===== src/rtl/invaders_video_fetch.sv =====
// Raster timing and 1bpp bitmap fetch for the 8080 video board: H/V counters,
// syncs, video RAM byte fetch, pixel shifter, colour PROM address and RST 1/2 requests.
module invaders_video_fetch #(
    parameter int          H_TOTAL   = 320,
    parameter int          H_ACTIVE  = 256,
    parameter int          V_TOTAL   = 262,
    parameter int          V_ACTIVE  = 224,
    parameter int          HS_START  = 272,
    parameter int          HS_LEN    = 32,
    parameter int          VS_START  = 234,
    parameter int          VS_LEN    = 4,
    parameter logic [15:0] VRAM_BASE = 16'h2400,
    parameter int          MID_LINE  = 96
) (
    input  logic        Clock,
    input  logic        Reset_n,
    input  logic        ce_pix,
    output logic        vid_rd,
    output logic [15:0] vid_addr,
    input  logic [7:0]  Ram_out,
    output logic [10:0] color_prom_addr,
    input  logic [7:0]  color_prom_out,
    output logic        pix_on,
    output logic        r,
    output logic        g,
    output logic        b,
    output logic        hsync,
    output logic        vsync,
    output logic        hblank,
    output logic        vblank,
    output logic        int_req,
    output logic [7:0]  int_vec,
    input  logic        int_ack
);

    localparam logic [8:0] H_LAST = 9'(H_TOTAL - 1);
    localparam logic [8:0] H_PRE  = 9'(H_TOTAL - 2);
    localparam logic [8:0] H_ACT  = 9'(H_ACTIVE);
    localparam logic [8:0] H_FEND = 9'(H_ACTIVE - 8);
    localparam logic [8:0] HS_B   = 9'(HS_START);
    localparam logic [8:0] HS_E   = 9'(HS_START + HS_LEN);
    localparam logic [8:0] V_LAST = 9'(V_TOTAL - 1);
    localparam logic [8:0] V_ACT  = 9'(V_ACTIVE);
    localparam logic [8:0] VS_B   = 9'(VS_START);
    localparam logic [8:0] VS_E   = 9'(VS_START + VS_LEN);
    localparam logic [8:0] V_MID  = 9'(MID_LINE);

    logic [8:0]  h, v, v_next;
    logic [7:0]  shifter, hold;
    logic        fetched, fetch_en, rd_d1, pix_s1;
    logic        fetch_slot, load_slot, f_go;
    logic [8:0]  f_line;
    logic [4:0]  f_col;
    logic [15:0] f_addr;
    logic        int_mid, int_end;
    logic        unused_color;

    assign unused_color = ^color_prom_out[7:3];

    always_comb begin
        v_next     = (v == V_LAST) ? 9'd0 : v + 9'd1;
        fetch_slot = ce_pix && (h[2:0] == 3'd6);
        load_slot  = ce_pix && (h[2:0] == 3'd7);
        f_line     = v;
        f_col      = h[7:3] + 5'd1;
        f_go       = 1'b0;
        if (fetch_slot && fetch_en && (h < H_FEND)) begin
            f_go = 1'b1;
        end else if (fetch_slot && (h == H_PRE)) begin
            // Column 0 of the next line is fetched during horizontal blanking.
            f_line = v_next;
            f_col  = 5'd0;
            f_go   = 1'b1;
        end
        if (f_line >= V_ACT) f_go = 1'b0;
        f_addr  = VRAM_BASE + {2'b00, f_line, 5'b00000} + {11'd0, f_col};
        int_mid = ce_pix && (h == 9'd0) && (v == V_MID);
        int_end = ce_pix && (h == 9'd0) && (v == V_ACT);
    end

    // vid_rd is a one-Clock strobe; the RAM answers on Ram_out during the
    // following Clock, which is captured into hold at the end of that Clock.
    always_ff @(posedge Clock or negedge Reset_n) begin
        if (!Reset_n) begin
            h               <= 9'd0;
            v               <= 9'd0;
            shifter         <= 8'd0;
            hold            <= 8'd0;
            fetched         <= 1'b0;
            fetch_en        <= 1'b0;
            rd_d1           <= 1'b0;
            vid_rd          <= 1'b0;
            vid_addr        <= 16'd0;
            pix_s1          <= 1'b0;
            pix_on          <= 1'b0;
            color_prom_addr <= 11'd0;
            hsync           <= 1'b0;
            vsync           <= 1'b0;
            hblank          <= 1'b0;
            vblank          <= 1'b0;
            int_req         <= 1'b0;
            int_vec         <= 8'h00;
        end else begin
            vid_rd <= f_go;
            rd_d1  <= vid_rd;
            if (f_go) vid_addr <= f_addr;

            if (load_slot) hold <= 8'd0;
            else if (rd_d1) hold <= Ram_out;

            if (f_go) fetched <= 1'b1;
            else if (load_slot) fetched <= 1'b0;

            if (ce_pix) begin
                if (h == H_LAST) begin
                    h <= 9'd0;
                    v <= v_next;
                end else begin
                    h <= h + 9'd1;
                end
                // Fetches stay off after reset until the first full-line prefetch.
                if (h == H_PRE) fetch_en <= 1'b1;
                if (h[2:0] == 3'd7) shifter <= fetched ? hold : 8'd0;
                else shifter <= {1'b0, shifter[7:1]};
            end

            hsync           <= (h >= HS_B) && (h < HS_E);
            vsync           <= (v >= VS_B) && (v < VS_E);
            hblank          <= (h >= H_ACT);
            vblank          <= (v >= V_ACT);
            color_prom_addr <= {1'b0, v[7:3], h[7:3]};
            pix_s1          <= shifter[0] && (h < H_ACT) && (v < V_ACT);
            // Extra stage lines pix_on up with the colour RAM read of color_prom_addr.
            pix_on          <= pix_s1;

            if (int_mid) begin
                int_req <= 1'b1;
                int_vec <= 8'hCF;
            end else if (int_end) begin
                int_req <= 1'b1;
                int_vec <= 8'hD7;
            end else if (int_ack) begin
                int_req <= 1'b0;
            end
        end
    end

    assign r = pix_on & color_prom_out[0];
    assign b = pix_on & color_prom_out[1];
    assign g = pix_on & color_prom_out[2];

endmodule


===== config.mk =====
export PLATFORM = sky130hd
export DESIGN_NAME = invaders_video_fetch
export DESIGN_NICKNAME = d
export VERILOG_FILES = /design/src/rtl/invaders_video_fetch.sv
export SDC_FILE = /design/constraint.sdc
export NUM_CORES = 1
export LEC_CHECK = 0
export ABC_CLOCK_PERIOD_IN_PS = 2600
export BUFFER_PORTS_ARGS = -buffer_cell sky130_fd_sc_hd__buf_2
export CAP_MARGIN = 30
export CORE_UTILIZATION = 44
export DETAILED_ROUTE_END_ITERATION = 10
export PLACE_DENSITY_LB_ADDON = 0.15
export SYNTH_ARGS = -nofsm -noshare
export SYNTH_HDL_FRONTEND = slang
export SYNTH_SLANG_ARGS = --single-unit

===== constraint.sdc =====
create_clock -name Clock -period 2.6 [get_ports Clock]
set_clock_uncertainty 0.1 [all_clocks]
set_input_delay 0.52 -clock Clock [delete_from_list [all_inputs] [get_ports Clock]]
set_output_delay 0.52 -clock Clock [all_outputs]
set_load 0.02 [all_outputs]

**Yosys cells after proc, flatten, opt, wreduce, memory -nomap -nowiden**

Cells that the tools add are included.

- Logic and storage cells: 82
- Output and inout bits: 45
- Register bits: 79

- Equal/unequal tests: 7
- Add/subtract/negate cells: 5
- Reductions and logical operators: 19
- Order comparisons: 10
- Mux-type cells: 20
- Bitwise operators: 3

Operators by type and width:

| cell | number |
|---|---|
| 2-to-1 mux 8 bit | 6 |
| 2-to-1 mux 9 bit | 4 |
| == test 9 bit (second input constant) | 3 |
| greater-or-equal comparator 9 x 8 -> 1 bit (second input constant) | 3 |
| < comparator 9 x 8 -> 1 bit (second input constant) | 3 |
| adder 9 x 1 -> 9 bit (second input constant) | 2 |
| greater-or-equal comparator 9 bit (second input constant) | 2 |
| < comparator 9 bit (second input constant) | 2 |
| adder 15 x 5 -> 16 bit | 1 |
| adder 14 x 14 -> 15 bit (first input constant) | 1 |
| logical AND 1 bit | 12 |
| 2-to-1 mux 5 bit | 2 |
| == test 9 x 7 -> 1 bit (second input constant) | 1 |
| == test 9 x 8 -> 1 bit (second input constant) | 1 |
| zero test 9 bit | 1 |
| 2-to-1 mux 1 bit | 8 |
| == test 3 bit (second input constant) | 2 |
| nonzero test 2 bit | 3 |
| adder 5 x 1 -> 5 bit (second input constant) | 1 |
| AND reduction 2 bit | 2 |
| bitwise AND 1 bit | 3 |
| nonzero test 3 bit | 1 |

**Longest topological paths before layout**

- Word-level depth: 8
- Mapped depth: 11

**Worst setup path after synthesis**

Ideal clock, no wire load.

- Kind: register to register
- Start point: reg h[7]
- End point: reg vid_addr[11]
- Setup time: 0.125 ns
- Stages on the path, launching flop included: 11
- Arrival time: 2.365 ns
- Slack: 0.010 ns
- Required time: 2.375 ns
- Cells stage by stage: dfrtp_1 > or3b_1 > buf_6 > nor3_4 > nand2_1 > xnor2_1 > ha_1 > a21oi_4 > nand2_4 > buf_8 > mux2_4

- Word-level cells in the longest chain between the ends: 6
- Elaborated cells on any way between the ends: 15
- Those cells by class: 3 x add/sub; 2 x order compare; 1 x eq/ne; 7 x mux; 2 x reduce/logical

RTL lines:

| what | RTL line | source |
|---|---|---|
| start, declared | 48 | `logic [8:0] h, v, v_next;` |
| start signal, assigned | 119 | `h <= h + 9'd1;` |
| parallel branches: the longest is 6 deep, another holds adder 15 x 5 -> 16 bit | - |  |
| end signal, assigned | 106 | `if (f_go) vid_addr <= f_addr;` |
| end, declared | 19 | `output logic [15:0] vid_addr,` |

Parallel ways; which one is timed is not known.
A chain may end at the register's enable or synchronous reset.

**Final worst setup path**

Same ends and word-level chain as after synthesis.

==> flow_summary.json <==
{
  "slowest_stage": "or3b_1",
  "cp-start-kind": "register",
  "post-route-period-util_pct": 95.2,
  "cts_setup_buffers": 0,
  "synth_edf_count": 0,
  "slowest_delay_ns": 0.45,
  "first_pass_iters": 4,
  "dieArea_sq_um": 8540,
  "cp_top_family": "simple AND/OR/NAND/NOR gates",
  "final_nets": 440,
  "layout-drive-gt1-share_pct": 30.9,
  "slew_violations": 0,
  "vias_per_cell": 5.14,
  "ant_nets": 0,
  "syn_area_sq_um": 3600,
  "synthMuxAreaShare_pct": 7.13,
  "yosysMostFrequentCell": "dfrtp_1",
  "rows": 32,
  "synth_top_family_by_area": "simple AND/OR/NAND/NOR gates",
  "r2r_end": "vid_addr[11]$_DFFE_PN0P_",
  "synth_ff_type": "dfrtp_1",
  "path_max_fanout": 13,
  "finalWirelength_um": 7420,
  "hold_slack_ns": 0.181,
  "tightest_slew_ns": 0.890,
  "synth-simple-area-share_pct": 17.3,
  "synth.area.top_cells": "dfrtp_1 (51%), o21ai_0 (3.9%), ha_1 (3.8%), nor2_1 (3.5%), mux2i_1 (3.1%)",
  "synth_seq_cells": 73,
  "grt_pass1_vias": 2475,
  "path_class": "register to register",
  "gp_congestion": 0.848,
  "hold_viol_final": 0,
  "fmax_mhz": 404,
  "diodes": 0,
  "synth_cells": 343,
  "grt_overflow_total": 0,
  "netlist_top_cells_count": "dfrtp_1 (73), nor2_1 (34), o21ai_0 (28)",
  "dpl.hpwl_um": 5210,
  "worst-path-buf-inv": 1,
  "htree_levels": 3,
  "period_needed_ns": 2.47,
  "r2r_cells": 8,
  "setup_viol": 0,
  "grt_max_degree": 74,
  "grt_pass1_wl_um": 12300,
  "fp.dieW_um": 92.4,
  "vdd_ir_drop_max_uv": 266,
  "cts_tree": "built",
  "root_buffer": "clkbuf_8",
  "cts_buffers": 9,
  "cts.sinks": 73,
  "worstSkewPairLatency_ns": 0.35,
  "path_cells": "or3b_1 > buf_4 > nor3_4 > o21ai_2 > a22o_4 > a21oi_4 > nand2_8 > mux2_4",
  "yosysTopAreaCellShare_pct": 50.8,
  "antenna_found_initial": 0,
  "synth-xor-area-share_pct": 2.68,
  "max_slew_margin_pct": 40.7,
  "area_delta_synth_final_pct": 19.5,
  "endpoint_kind": "register",
  "hold_path_class": "primary input to async pin",
  "drt_iter0_drc": 114,
  "io_buffers": 56,
  "rrSetupSlack_ns": 0.13,
  "fin_setup_tns_ns": 0,
  "syn_avg_cell_area_sq_um": 10.5,
  "ys_warn_count": 0,
  "grt_setup_unrepaired": "no",
  "maxCapViolCount": 0,
  "synth_compound_area_share_pct": 12.3,
  "arrival_ns": 2.60,
  "pin_count": 65,
  "status": "finished clean",
  "drc": 0,
  "worstReg2RegStart": "h[7]$_DFFE_PN0P_",
  "yosys.area.top_type": "dfrtp_1",
  "core_area_sq_um": 7810,
  "clock_path_buffers": 2,
  "seq_area_frac_synth_pct": 50.8,
  "vias": 2653,
  "async_reset_ff_share_pct": 100,
  "pwr_density_cell_nw_per_um2": 700,
  "initial_core_util_pct": 46.1,
  "clkTransAtPathRegs_ns": 0.08,
  "required_ns": 2.73,
  "die_y_um": 92.4,
  "synthAdderAreaFrac_pct": 3.83,
  "synth.distinct_cells": 60,
  "leakagePower_nw": 2.09,
  "wl_per_cell_um": 14.4,
  "gr-usage-all-layers_pct": 18.8
}
-- worst max-delay path by stage --
stage / start / end / slack, ns / depth (start not counted)
final: h[7]$_DFFE_PN0P_ / vid_addr[11]$_DFFE_PN0P_ / 0.13 / 8
after global routing: h[7]$_DFFE_PN0P_ / vid_addr[11]$_DFFE_PN0P_ / 0.006 / 8
after CTS: h[0]$_DFFE_PN0P_ / vid_addr[1]$_DFFE_PN0P_ / 0.01 / 10
after detailed placement: ce_pix / vid_addr[0]$_DFFE_PN0P_ / 0.05 / 9
after global placement: ce_pix / vid_addr[4]$_DFFE_PN0P_ / 0.06 / 9
after floorplan: h[7]$_DFFE_PN0P_ / vid_addr[11]$_DFFE_PN0P_ / 0.01 / 10
-- power breakdown --
part,switching [mW],internal (mW)
Combinational,0.423,0.283
Sequential,0.0798,1.28
Clock,0.440,0.503
-- cell type report --
cell class,count,area (sq um)
well taps,102,128
flip-flops and latches,73,1830
multi-input cells,229,1600
clock inverters,5,61.3
clock buffers,11,151
repair buffers,81,470
fillers,704,3510
inverters,15,56.3
-- cell families (layout without fill, tap and decap cells) --
group / count (synthesis) / after routing
AO/OA/AOI/OAI: 68 / 68
XOR/XNOR: 11 / 11
adder cells (fa/ha/maj): 11 / 11
buffers and inverters: 43 / 112
flip-flops: 73 / 73
multiplexers: 22 / 22
other: 1 / 3
AND/OR/NAND/NOR: 114 / 114
-- worst register-to-register path: cells and delay by family, from the launching register on --
kind / cells / cell delay, ns
simple gates: 3 / 0.79
compound gates: 3 / 0.58
flops: 1 / 0.38
mux: 1 / 0.32
buf+inv: 1 / 0.19
-- stage by stage --
stage | power, mW | cells | area (sq um) | utilization (%) | setup WS (ns)
after CTS | 3.03 | 516 | 4260 | 54.5 | 0.0115
after floorplan | 1.81 | 345 | 3600 | - | 0.00996
final | 3.01 | 516 | 4300 | 55.0 | 0.125
after global placement | 2.06 | 500 | 4050 | 51.8 | 0.0634
after detailed placement | 2.08 | 500 | 4050 | 51.8 | 0.0475
after global routing | 3.19 | 516 | 4300 | 55.0 | 0.00631
-- flip-flops by register name (all words and copies together) (netlist names), 3 cells and up --
register	cells
vid_addr	15
h	9
v	9
hold	8
int_vec	3
shifter	8
color_prom_addr	10
-- routing by layer --
metal | track usage, % | wire [um]
met1 | 27.2 | 3670
met5 | 0 | 0
met3 | 4.43 | 368
met2 | 27.8 | 3290
met4 | 6.25 | 95
-- layout by cell type, fill, tap and decap left out, types with 2 or more instances in the layout --
cell | Yosys | routed
o21ai_0 | 28 | 28
nand2_1 | 19 | 19
ha_2 | 0 | 2
nor3_4 | 2 | 2
nand3_2 | 1 | 2
mux2i_1 | 11 | 11
and2_1 | 7 | 7
nor3b_1 | 3 | 3
xnor2_1 | 11 | 10
dfrtp_1 | 73 | 72
a311oi_1 | 2 | 2
o21ai_2 | 2 | 2
a21oi_1 | 15 | 15
mux2_4 | 6 | 6
conb_1 | 1 | 3
o22ai_1 | 2 | 2
nand2b_1 | 5 | 5
nor4_2 | 0 | 2
a22o_4 | 2 | 2
or3_1 | 2 | 2
nor3_1 | 6 | 6
a32o_1 | 2 | 2
buf_2 | 4 | 55
inv_1 | 15 | 15
clkbuf_8 | 0 | 11
nor2b_1 | 6 | 6
ha_1 | 11 | 9
buf_4 | 7 | 26
mux2_2 | 5 | 5
nand3_1 | 11 | 10
nor2_1 | 34 | 34
nand4_1 | 3 | 3
inv_6 | 0 | 2
o31ai_1 | 3 | 3
-- timing repair --
| action | CTS | global route |
|---|---|---|
| endpoints found under the setup margin | 0 | 16 |
| gates resized for setup | 0 | 8 |
| hold buffers | 0 | 0 |
No activity file was read; power rests on OpenSTA's default activity.
